<file path="src/rtl/gates_n_pkg.sv">
// Shared encodings for the gates_n logic unit: function selects, packet modes and FSM states.
package gates_n_pkg;

    typedef enum logic [2:0] {
        OP_AND  = 3'd0,
        OP_NAND = 3'd1,
        OP_OR   = 3'd2,
        OP_NOR  = 3'd3,
        OP_XOR  = 3'd4,
        OP_XNOR = 3'd5,
        OP_ANDN = 3'd6,
        OP_ORN  = 3'd7
    } op_e;

    typedef enum logic {
        MODE_PAIR = 1'b0,
        MODE_FOLD = 1'b1
    } mode_e;

    typedef enum logic {
        S_IDLE = 1'b0,
        S_FOLD = 1'b1
    } state_e;

endpackage

</file>
<file path="src/rtl/gates_n_op.sv">
// Combinational two-operand bitwise function f(x,y) selected by op.
module gates_n_op
    import gates_n_pkg::*;
#(
    parameter int WIDTH = 8
) (
    input  logic [WIDTH-1:0] x,
    input  logic [WIDTH-1:0] y,
    input  op_e              op,
    output logic [WIDTH-1:0] f
);

    always_comb begin
        f = '0;
        case (op)
            OP_AND:  f = x & y;
            OP_NAND: f = ~(x & y);
            OP_OR:   f = x | y;
            OP_NOR:  f = ~(x | y);
            OP_XOR:  f = x ^ y;
            OP_XNOR: f = ~(x ^ y);
            OP_ANDN: f = x & ~y;
            OP_ORN:  f = x | ~y;
            default: f = '0;
        endcase
    end

endmodule

</file>
<file path="src/rtl/gates_n.sv">
// Registered streaming bitwise logic unit with per-beat PAIR mode and packet FOLD reduction.
// Optional zero/all-ones result flags are enabled by defining GATES_N_FLAGS_EN.
module gates_n
    import gates_n_pkg::*;
#(
    parameter int  WIDTH     = 8,
    parameter int  MAX_BEATS = 16,
    localparam int CW        = $clog2(MAX_BEATS + 1)
) (
    input  logic             clk,
    input  logic             rst_n,
    input  logic             in_valid,
    output logic             in_ready,
    input  logic [WIDTH-1:0] in_a,
    input  logic [WIDTH-1:0] in_b,
    input  logic [2:0]       in_op,
    input  logic             in_mode,
    input  logic             in_last,
    output logic             out_valid,
    input  logic             out_ready,
    output logic [WIDTH-1:0] out_data,
    output logic [CW-1:0]    out_beats,
`ifdef GATES_N_FLAGS_EN
    output logic             out_zero,
    output logic             out_ones,
`endif
    output logic             out_ovf
);

    state_e           state_reg;
    logic [WIDTH-1:0] acc_reg;
    logic [CW-1:0]    cnt_reg;
    logic             ovf_sticky_reg;
    op_e              fold_op_reg;

    logic [WIDTH-1:0] pair_f;
    logic [WIDTH-1:0] fold_f;
    logic             accept;
    logic             at_max;
    logic [CW-1:0]    cnt_next;

    logic             load;
    logic [WIDTH-1:0] load_data;
    logic [CW-1:0]    load_beats;
    logic             load_ovf;

    assign in_ready = ~out_valid | out_ready;
    assign accept   = in_valid & in_ready;
    assign at_max   = (cnt_reg == CW'(MAX_BEATS));
    assign cnt_next = at_max ? cnt_reg : cnt_reg + CW'(1);

    gates_n_op #(.WIDTH(WIDTH)) u_pair_op (
        .x  (in_a),
        .y  (in_b),
        .op (op_e'(in_op)),
        .f  (pair_f)
    );

    gates_n_op #(.WIDTH(WIDTH)) u_fold_op (
        .x  (acc_reg),
        .y  (in_a),
        .op (fold_op_reg),
        .f  (fold_f)
    );

    // Only a PAIR beat or the closing FOLD beat ever writes the output register.
    always_comb begin
        load       = 1'b0;
        load_data  = '0;
        load_beats = '0;
        load_ovf   = 1'b0;
        if (accept) begin
            if (state_reg == S_FOLD) begin
                if (in_last) begin
                    load       = 1'b1;
                    load_data  = fold_f;
                    load_beats = cnt_next;
                    load_ovf   = ovf_sticky_reg | at_max;
                end
            end else if (mode_e'(in_mode) == MODE_PAIR) begin
                load       = 1'b1;
                load_data  = pair_f;
                load_beats = CW'(1);
            end else if (in_last) begin
                load       = 1'b1;
                load_data  = in_a;
                load_beats = CW'(1);
            end
        end
    end

    always_ff @(posedge clk or negedge rst_n) begin
        if (!rst_n) begin
            state_reg      <= S_IDLE;
            acc_reg        <= '0;
            cnt_reg        <= '0;
            ovf_sticky_reg <= 1'b0;
            fold_op_reg    <= OP_AND;
            out_valid      <= 1'b0;
            out_data       <= '0;
            out_beats      <= '0;
            out_ovf        <= 1'b0;
`ifdef GATES_N_FLAGS_EN
            out_zero       <= 1'b0;
            out_ones       <= 1'b0;
`endif
        end else begin
            if (load) begin
                out_valid <= 1'b1;
                out_data  <= load_data;
                out_beats <= load_beats;
                out_ovf   <= load_ovf;
`ifdef GATES_N_FLAGS_EN
                out_zero  <= (load_data == '0);
                out_ones  <= (load_data == '1);
`endif
            end else if (out_ready) begin
                out_valid <= 1'b0;
            end

            if (accept) begin
                if (state_reg == S_IDLE) begin
                    if (mode_e'(in_mode) == MODE_FOLD && !in_last) begin
                        acc_reg     <= in_a;
                        cnt_reg     <= CW'(1);
                        fold_op_reg <= op_e'(in_op);
                        state_reg   <= S_FOLD;
                    end
                end else if (in_last) begin
                    state_reg      <= S_IDLE;
                    acc_reg        <= '0;
                    cnt_reg        <= '0;
                    ovf_sticky_reg <= 1'b0;
                end else begin
                    // Counting saturates but folding carries on past MAX_BEATS.
                    acc_reg <= fold_f;
                    cnt_reg <= cnt_next;
                    if (at_max) begin
                        ovf_sticky_reg <= 1'b1;
                    end
                end
            end
        end
    end

endmodule
</file>
<file path="config.mk">
export PLATFORM = sky130hd
export DESIGN_NAME = gates_n
export DESIGN_NICKNAME = d
export VERILOG_FILES = /design/src/rtl/gates_n_pkg.sv /design/src/rtl/gates_n_op.sv /design/src/rtl/gates_n.sv
export SDC_FILE = /design/constraint.sdc
export NUM_CORES = 1
export LEC_CHECK = 0
export ABC_CLOCK_PERIOD_IN_PS = 2500
export CORE_MARGIN = 2
export CORE_UTILIZATION = 62
export CTS_CLUSTER_SIZE = 25
export DETAILED_ROUTE_END_ITERATION = 6
export PLACE_DENSITY = 0.85
export SLEW_MARGIN = 20
export SYNTH_ARGS = -nofsm -noshare
export SYNTH_HDL_FRONTEND = slang
export SYNTH_SLANG_ARGS = --single-unit
</file>
<file path="constraint.sdc">
create_clock -name clk -period 2.5 [get_ports clk]
set_input_delay 0.375 -clock clk [delete_from_list [all_inputs] [get_ports clk]]
set_output_delay 0.375 -clock clk [all_outputs]
set_load 0.03 [all_outputs]
</file>
==> out/results.tsv <==
stage	metric	value	unit
setup_path	worst-path-max-fanout	5	
setup_path	cp-startpoint	out_ready	
global_routing	grt_pass1_wl	16700	µm
floorplanning	io_pins	41	
power	clockPowerShare	17.5	%
final_layout	drive_gt1_share	10.0	%
setup_path	worstSetupEndpoint	in_ready	
yosys	synth-async-reset-ratio	100	%
yosys	netlist.area_leader.share	22.8	%
yosys	synth_nets	523	
routing	viasPerCell	6.32	
routing	antenna_left	0	
final_layout	antennaDiodeCount	0	
placement	numPortBuffers	40	
yosys	synth.avg_cell_area	8.40	µm²
final_layout	nets	569	
routing	routed_wirelength	10200	µm
placement	dp_hpwl	7330	µm
setup_path	cp-end-kind	output port	
cts	cts_setup_buffers	0	
power	p_total	3140	µW
routing	post-route-drc-count	0	
cts	path_clk_slew	0.08	ns
setup_path	slowest_stage	clkdlybuf4s50_1	
timing	finalSetupTns	0	ns
setup_path	crit_top_cell	clkdlybuf4s50_1	
min_path	hold_class	in2async	
yosys	syn_inst	432	
global_routing	grt_pass1_vias	3557	
power	powerDensity	730	nW/µm²
timing	rsz0062_at_grt	no	
setup_path	max_stage_delay	0.72	ns
yosys	synthTopCellsByCount	66 x ha_1, 42 x nand2_1, 38 x nor2_1	
power	intPower	1720	µW
power	vdd_drop_max	0.634	mV
global_routing	grt-ovfl-total	0	
final_layout	nFillCells	404	
routing	drtIter0Drc	243	
yosys	yosysTopAreaCell	dfrtp_1	
yosys	synth_warnings	0	
floorplanning	die_x	80.5	µm
floorplanning	fp.dieH	80.5	µm
timing	slew-limit-headroom	43.4	%
placement	gp_congestion	0.888	
routing	vias	3485	
setup_path	path_buf_inv	2	
cts	cts_sinks	33	
timing	period_share	85.4	%
power	leakagePower	0.00196	µW
routing	dr.pass1.iters	5	
final_layout	area_growth	18.4	%
timing	timing.hold.ws	0.483	ns
yosys	synth_edf_count	0	
yosys	synthDistinctLibCells	51	
timing	fin_skew	0.00442	ns
global_routing	grt_max_degree	34	
power	sequentialPowerShare	28.4	%
timing	hold_violations	0	
yosys	ys_ff_latch	33	
setup_path	critPathLaunchType	input pin	
global_routing	antenna_found_initial	0	
timing	drv_slew	0	
floorplanning	die_area	6480	µm²
timing	tightest_slew	0.848	ns
power	comb_power_share	54.1	%
cts	clock_latency	0.30	ns
setup_path	r2r_start	fold_op_reg[2]	
placement	placed_area	4170	µm²
yosys	netlist_area	3630	µm²
yosys	ys_top_cells_by_area	dfrtp_1 23%, ha_1 23%, nand2_1 4.3%, nor2_1 3.9%, a21oi_1 3.3%	
routing	wl_per_cell	18.5	µm
setup_path	cp.depth	3	
cts	numCtsBuffers	5	
cts	cts_hold_buf	0	
cts	cts_tree	built	
timing	max_freq	468	MHz
timing	period_needed	2.14	ns
floorplanning	core-area	5570	µm²
final_layout	design_area	4290	µm²
yosys	yosysMostFrequentCell	ha_1	
power	swShare	45.2	%
cts	cts-root-buf	clkbuf_8	
setup_path	reg2reg_slack	0.41	ns
setup_path	cp.arrival	1.76	ns
yosys	synth-main-ff-cell	dfrtp_1	
setup_path	critical_path.top_delay_family	buffers and inverters	
floorplanning	initial_core_util	65.1	%
setup_path	required	2.12	ns
yosys	yosysSeqAreaShare	22.8	%
cts	ctsHtreeMaxLevel	2	
timing	setup_viol_count_final	0	
outcome	status	completed	
setup_path	worstPathCellList	clkdlybuf4s50_1 > nand2b_1 > clkdlybuf4s50_1	
cts	cts_resized	0	
run	cap_violations	0	
setup_path	reg2reg_depth	6	
setup_path	regToRegEndpoint	acc_reg[5]	
floorplanning	fp-row-count	27	
cts	clock_path_buffers	2	
setup_path	critPathKind	in2out	
global_routing	grt_usage	33.3	%
power	net-switching-power	1420	µW
-- cell usage in the layout (no fill, tap or decap), types with 11 or more instances in the layout --
| cell type | n |
|---|---|
| a21oi_1 | 24 |
| buf_4 | 25 |
| clkdlybuf4s50_1 | 40 |
| dfrtp_1 | 33 |
| ha_1 | 66 |
| inv_1 | 29 |
| mux2i_1 | 11 |
| nand2_1 | 42 |
| nand2b_1 | 13 |
| nor2_1 | 38 |
| o21ai_0 | 20 |
-- kinds of logic (layout without fill, tap and decap cells) --
logic type                 count (synthesis)  count (layout)  share of synthesized area, %
AOI/OAI and AO/OA                        129             129                          25.1
and+or+nand+nor                          128             128                          16.8
adders and majority gates                 66              66                          22.8
buffers and inverters                     57             104                          7.28
DFF                                       33              33                          22.8
muxes                                     15              15                          4.28
xor gates and xnor gates                   4               4                         0.966
-- layer usage --
layer | global-route usage, % | wire (µm)
met1 | 37.9 | 4120
met4 | 16.9 | 386
met3 | 5.06 | 543
met5 | 0 | 0
met2 | 59.8 | 5150
-- cell type report --
type	instances	area, µm²	share of cell area (%)
multi-input cells	342	2540	59.1
well taps	72	90.1	2.10
flip-flops and latches	33	826	19.2
clock inverters	2	37.5	0.874
repair buffers	66	608	14.2
inverters	30	113	2.62
clock buffers	6	82.6	1.92
-- worst register-to-register path, cell delays in order, from the launching register on --
cell and delay [ns]:
dfrtp_1 0.67, buf_4 0.32, nor2b_1 0.07, a211oi_1 0.28
a211oi_1 0.09, a211oi_1 0.37, o31ai_1 0.14
-- stage by stage --
step                      utilization, %  std cells  worst slack, ns
after floorplan                        -        432            0.583
after global placement              74.9        543            0.169
after detailed placement            74.9        543            0.100
after CTS                           77.0        551            0.357
after global routing                77.0        551            0.297
final                               77.0        551            0.364
-- power by group through the flow --
stage | clock, µW | sequential, µW | combinational (µW)
final | 550 | 890 | 1700
after global routing | 574 | 912 | 1860
after CTS | 547 | 882 | 1680
after detailed placement | 0 | 888 | 1640
after global placement | 0 | 882 | 1580
after floorplan | 0 | 963 | 1020
-- worst min path at each step --
stage          slack (ns)      endpoint  cells past startpoint         start
2_1_floorplan        0.08    acc_reg[0]                      0         rst_n
3_3_place_gp         0.46   out_data[2]                      2   out_data[2]
3_5_place_dp         0.47  out_beats[2]                      2  out_beats[2]
4_1_cts              0.50  out_beats[2]                      2  out_beats[2]
5_1_grt              0.52  out_beats[2]                      2  out_beats[2]
6_report             0.48    acc_reg[7]                      2         rst_n
No activity file was read; power rests on OpenSTA's default activity.
